<file path="config.mk">
export PLATFORM = sky130hd
export DESIGN_NAME = obco_deadtime_flat
export DESIGN_NICKNAME = d
export VERILOG_FILES = /design/src/rtl/obco_deadtime_if.sv /design/src/rtl/obco_deadtime.sv /design/src/flat_wrapper.sv
export SDC_FILE = /design/constraint.sdc
export NUM_CORES = 1
export LEC_CHECK = 0
export CAP_MARGIN = 30
export CORE_ASPECT_RATIO = 0.75
export CORE_MARGIN = 2
export CORE_UTILIZATION = 40
export DETAILED_ROUTE_END_ITERATION = 10
export MAX_ROUTING_LAYER = met4
export PLACE_DENSITY = 0.67
export SETUP_SLACK_MARGIN = 0.4
export SYNTH_ARGS = -nofsm -noshare
export SYNTH_HDL_FRONTEND = slang
export SYNTH_SLANG_ARGS = --single-unit
</file>
<file path="constraint.sdc">
create_clock -name CLK -period 3.8 [get_ports CLK]
set_input_delay 1.14 -clock CLK [delete_from_list [all_inputs] [get_ports CLK]]
set_output_delay 1.14 -clock CLK [all_outputs]
set_load 0.02 [all_outputs]
</file>
<file path="src/rtl/obco_deadtime_if.sv">
// rtl/obco_deadtime_if.sv - control, data and complementary output bundle for obco_deadtime
interface obco_deadtime_if #(
    parameter int CHANNELS = 4,
    parameter int DT_WIDTH = 8
);
    logic                EN;
    logic [DT_WIDTH-1:0] DT;
    logic [CHANNELS-1:0] I;
    logic [CHANNELS-1:0] OT;
    logic [CHANNELS-1:0] OC;
    logic                BUSY;

    modport master (
        output EN,
        output DT,
        output I,
        input  OT,
        input  OC,
        input  BUSY
    );

    modport slave (
        input  EN,
        input  DT,
        input  I,
        output OT,
        output OC,
        output BUSY
    );
endinterface

</file>
<file path="src/rtl/obco_deadtime.sv">
// rtl/obco_deadtime.sv - multi-channel complementary driver with break-before-make dead time
module obco_deadtime #(
    parameter int CHANNELS = 4,
    parameter int DT_WIDTH = 8
) (
    input  logic              CLK,
    input  logic              RSTN,
    obco_deadtime_if.slave    bus
);

    typedef enum logic [1:0] {
        ST_OFF  = 2'd0,
        ST_HIGH = 2'd1,
        ST_LOW  = 2'd2,
        ST_DEAD = 2'd3
    } state_t;

    logic [CHANNELS-1:0]               i_q;
    logic [CHANNELS-1:0]               i_d;
    state_t [CHANNELS-1:0]             state_q;
    state_t [CHANNELS-1:0]             state_d;
    logic [CHANNELS-1:0][DT_WIDTH-1:0] cnt_q;
    logic [CHANNELS-1:0][DT_WIDTH-1:0] cnt_d;
    logic [CHANNELS-1:0]               ot_q;
    logic [CHANNELS-1:0]               ot_d;
    logic [CHANNELS-1:0]               oc_q;
    logic [CHANNELS-1:0]               oc_d;
    logic                              busy_q;
    logic                              busy_d;
    logic                              dt_zero;
    logic [DT_WIDTH-1:0]               dt_load;

    assign i_d     = bus.I;
    assign dt_zero = (bus.DT == '0);
    assign dt_load = bus.DT - DT_WIDTH'(1);

    // Outputs are decoded from the next state so OT/OC/BUSY change on the same edge as the state.
    always_comb begin
        state_d = state_q;
        cnt_d   = cnt_q;
        ot_d    = '0;
        oc_d    = '0;
        busy_d  = 1'b0;
        for (int k = 0; k < CHANNELS; k++) begin
            case (state_q[k])
                ST_OFF: begin
                    if (bus.EN) begin
                        state_d[k] = i_q[k] ? ST_HIGH : ST_LOW;
                    end
                end
                ST_HIGH: begin
                    if (!bus.EN) begin
                        state_d[k] = ST_OFF;
                        cnt_d[k]   = '0;
                    end else if (!i_q[k]) begin
                        if (dt_zero) begin
                            state_d[k] = ST_LOW;
                        end else begin
                            state_d[k] = ST_DEAD;
                            cnt_d[k]   = dt_load;
                        end
                    end
                end
                ST_LOW: begin
                    if (!bus.EN) begin
                        state_d[k] = ST_OFF;
                        cnt_d[k]   = '0;
                    end else if (i_q[k]) begin
                        if (dt_zero) begin
                            state_d[k] = ST_HIGH;
                        end else begin
                            state_d[k] = ST_DEAD;
                            cnt_d[k]   = dt_load;
                        end
                    end
                end
                ST_DEAD: begin
                    // Exit level follows the live input, so a glitch that reverts still pays full dead time.
                    if (!bus.EN) begin
                        state_d[k] = ST_OFF;
                        cnt_d[k]   = '0;
                    end else if (cnt_q[k] == '0) begin
                        state_d[k] = i_q[k] ? ST_HIGH : ST_LOW;
                    end else begin
                        cnt_d[k] = cnt_q[k] - DT_WIDTH'(1);
                    end
                end
                default: begin
                    state_d[k] = ST_OFF;
                    cnt_d[k]   = '0;
                end
            endcase
            ot_d[k] = (state_d[k] == ST_HIGH);
            oc_d[k] = (state_d[k] == ST_LOW);
            busy_d  = busy_d | (state_d[k] == ST_DEAD);
        end
    end

    always_ff @(posedge CLK or negedge RSTN) begin
        if (!RSTN) begin
            i_q    <= '0;
            ot_q   <= '0;
            oc_q   <= '0;
            busy_q <= 1'b0;
            for (int k = 0; k < CHANNELS; k++) begin
                state_q[k] <= ST_OFF;
                cnt_q[k]   <= '0;
            end
        end else begin
            i_q     <= i_d;
            ot_q    <= ot_d;
            oc_q    <= oc_d;
            busy_q  <= busy_d;
            state_q <= state_d;
            cnt_q   <= cnt_d;
        end
    end

    assign bus.OT   = ot_q;
    assign bus.OC   = oc_q;
    assign bus.BUSY = busy_q;

endmodule

</file>
<file path="src/flat_wrapper.sv">
// flat-port wrapper written by rule: the top's interface ports become plain ports
module obco_deadtime_flat 
#(
    parameter int CHANNELS = 4,
    parameter int DT_WIDTH = 8
)
  (CLK, RSTN, bus_EN, bus_DT, bus_I, bus_OT, bus_OC, bus_BUSY);
  obco_deadtime_if #(.CHANNELS(CHANNELS), .DT_WIDTH(DT_WIDTH)) bus_i ();
  input  logic CLK;
  input  logic RSTN;
  input wire logic [$bits(bus_i.EN)-1:0] bus_EN;
  input wire logic [$bits(bus_i.DT)-1:0] bus_DT;
  input wire logic [$bits(bus_i.I)-1:0] bus_I;
  output wire logic [$bits(bus_i.OT)-1:0] bus_OT;
  output wire logic [$bits(bus_i.OC)-1:0] bus_OC;
  output wire logic [$bits(bus_i.BUSY)-1:0] bus_BUSY;
  assign bus_i.EN = bus_EN;
  assign bus_i.DT = bus_DT;
  assign bus_i.I = bus_I;
  assign bus_OT = bus_i.OT;
  assign bus_OC = bus_i.OC;
  assign bus_BUSY = bus_i.BUSY;
  obco_deadtime #(.CHANNELS(CHANNELS), .DT_WIDTH(DT_WIDTH)) u_core (.CLK(CLK), .RSTN(RSTN), .bus(bus_i));
endmodule
</file>
==> results.ini <==
[route]
vias=2978
drcViolationCount=0
antenna_left=0
first_iter_violations=168
dr.pass1.iters=6
vias_per_cell=5.96
avgRoutedWirePerCell_um=16.7
wl_mm=8.33

[yosys]
syn_area_um2=3270
synth_edf_count=0
synth_ff_type=dfrtp_1
synth_cells=375
yosys_warnings=0
async_flop_share_pct=100
synth.net_count=399
ys_ff_latch=53
avgSynthCellArea_um2=8.72
seq_area_frac_synth_pct=40.6
ys_types=60

[place]
io_buffers=23
hpwlAfterDp_mm=6.05
routabilityCongestion=0.917

[setup_path]
cp_slowest_cell=or3b_4
critPathArrivalTime_ps=3390
cp_max_fo=9
max_stage_delay_ps=480
critical_path_class=input pin to flop
reg2reg_depth=7
startpoint_type=input pin
worstPathRequired_ps=4000
crit_path_end_kind=flop
worstPathCellList=clkdlybuf4s50_1 -> inv_1 -> ha_1 -> or3b_4 -> nor2_8 -> o22ai_1 -> or2_0 -> a22o_1

[layout]
final_core_util_pct=46.8
mostFrequentLayoutCells=53 x dfrtp_1, 48 x o21ai_0, 32 x nand2_1
final_common_cell=dfrtp_1
drive_above_1_share_pct=8.61
num_antenna_cells=0
nNetsFinal=418
syn_to_final_growth_pct=13.3

[clocking]
cts-root-buf=clkbuf_8
ctsHoldBuffers=0
cts_sinks=53
clk_latency_ps=320
clk_pin_slew_ps=100
cts_buffers=5
clockBufferDepth=2
cts_tree=done
post_cts_buffers=0
cts_max_level=2

[power_and_ir_drop]
vdd_drop_max_uv=277
cellPowerDensity_nw_per_um2=423
p_leak_nw=1.54

[sta]
drv_slew=0
fmax_mhz=313
worst_pin_slew_ps=579
finClkSkew_ps=14.9
setup-violations-final=0
fin_crit_ps=3190
rsz0062_at_grt=no
fin_setup_tns_ps=0
max_slew_margin_pct=61.4
finalCritPeriodShare_pct=84.1
hold_viol_final=0

[floorplan]
chipHeight_um=82.3
dieWidth_um=108
core-area_um2=7920
initial_core_util_pct=41.3
die_area_um2=8920
fp-row-count=28
ios=24

[global_routing]
grt_overflow=0
grtUsageTotal_pct=20.4
grt_pass1_vias=2668
grt_pass1_wl_mm=13.6
grt_max_degree=35
antenna_found_initial=0

[worst_hold_path]
hp-class=flop to flop
hold_depth=1

[run_status]
status=finished clean

[run]
cap_violations=0

-- path summary, 6_finish.rpt --
check	end	startpoint	slack (ps)
max in group asynchronous	u_core.cnt_q[25]	RSTN	2210
min	u_core.cnt_q[6]	u_core.cnt_q[6]	500
max	u_core.cnt_q[3]	bus_DT[0]	610
min reg2reg	u_core.cnt_q[6]	u_core.cnt_q[6]	500
max reg2reg	u_core.cnt_q[16]	u_core.cnt_q[16]	1620
min in group asynchronous	u_core.cnt_q[15]	RSTN	760
-- cells in the mapped netlist (all sizes together) (2+ instances only) --
master	n	area, um^2
a211oi	5	37.5
a21o	3	22.5
a21oi	19	95.1
a221o	3	30.0
a22o	12	105
a2bb2oi	2	17.5
a31oi	2	12.5
and2	4	25.0
and3	7	43.8
and3b	2	17.5
buf	11	68.8
clkbuf	12	46.3
dfrtp	53	1330
ha	9	113
inv	15	56.3
nand2	32	120
nand3	7	35.0
nand3b	2	15.0
nand4	3	18.8
nor2	29	125
nor3	22	110
nor3b	3	22.5
nor4	9	56.3
o2111ai	3	26.3
o211ai	6	45.0
o21a	2	15.0
o21ai	48	240
o221ai	2	23.8
o22ai	10	82.6
o311ai	2	17.5
o32a	2	20.0
o32ai	5	43.8
or2	3	18.8
or3	4	25.0
or3b	4	35.0
or4	6	48.8
-- final cells by class --
type | instances | area, um^2
clock inverters | 1 | 5.00
clock buffers | 7 | 96.3
inverters | 15 | 56.3
flip-flops and latches | 53 | 1330
multi-input cells | 284 | 1770
well taps | 105 | 131
repair buffers | 35 | 315
fillers | 802 | 4210
-- metal layers --
layer	track usage [%]	up-vias	wire length, um
met2	30.6	77	3640
li1	-	1452	-
met4	4.62	0	70
met5	-	-	0
met1	28.6	1442	4160
met3	4.24	7	456
-- worst max-delay path, delay by kind of cell --
kind | cells | cell delay [ps]
fa+ha+maj | 1 | 210
simple gates | 3 | 1060
compound gates | 2 | 400
buf+inv | 2 | 570
-- cell families (layout without fill, tap and decap cells) --
group / Yosys count / count (layout) / synth area share, %
DFF: 53 / 53 / 40.6
buffers and inverters: 38 / 58 / 5.24
AOI/OAI and AO/OA: 132 / 132 / 27.1
adders and majority gates: 9 / 9 / 3.45
and+or+nand+nor: 141 / 141 / 23.0
xor gates and xnor gates: 2 / 2 / 0.536
-- metrics by stage --
stage | area [um^2] | hold slack, ps | std cells | total power, mW | worst slack, ps
global route | 3700 | 540 | 500 | 1.68 | 543
CTS | 3700 | 507 | 500 | 1.57 | 500
detailed placement | 3600 | 474 | 492 | 1.21 | 163
finish | 3700 | 503 | 500 | 1.56 | 605
floorplan | 3270 | 458 | 375 | 1.07 | 915
global placement | 3600 | 478 | 492 | 1.21 | 253
-- power breakdown --
part	leakage, nW	switching [mW]	internal, mW	total [mW]
registers	0.683	0.0872	0.643	0.731
logic	0.800	0.284	0.197	0.481
clock network	0.0542	0.188	0.165	0.353
total	1.54	0.559	1.01	1.56
-- sequential cells by signal (all words and copies together) (netlist names) --
register         cells
u_core.bus.OT        4
u_core.state_q       8
u_core.i_q           4
u_core.bus.OC        4
u_core.bus.BUSY      1
u_core.cnt_q        32
-- what timing repair did --
item / 4_1_cts / 5_1_grt
endpoints found under the hold margin: 0 / 0
resized for setup: 0 / 1
setup endpoints to repair: 0 / 2
(Power assumes the default switching activity.)
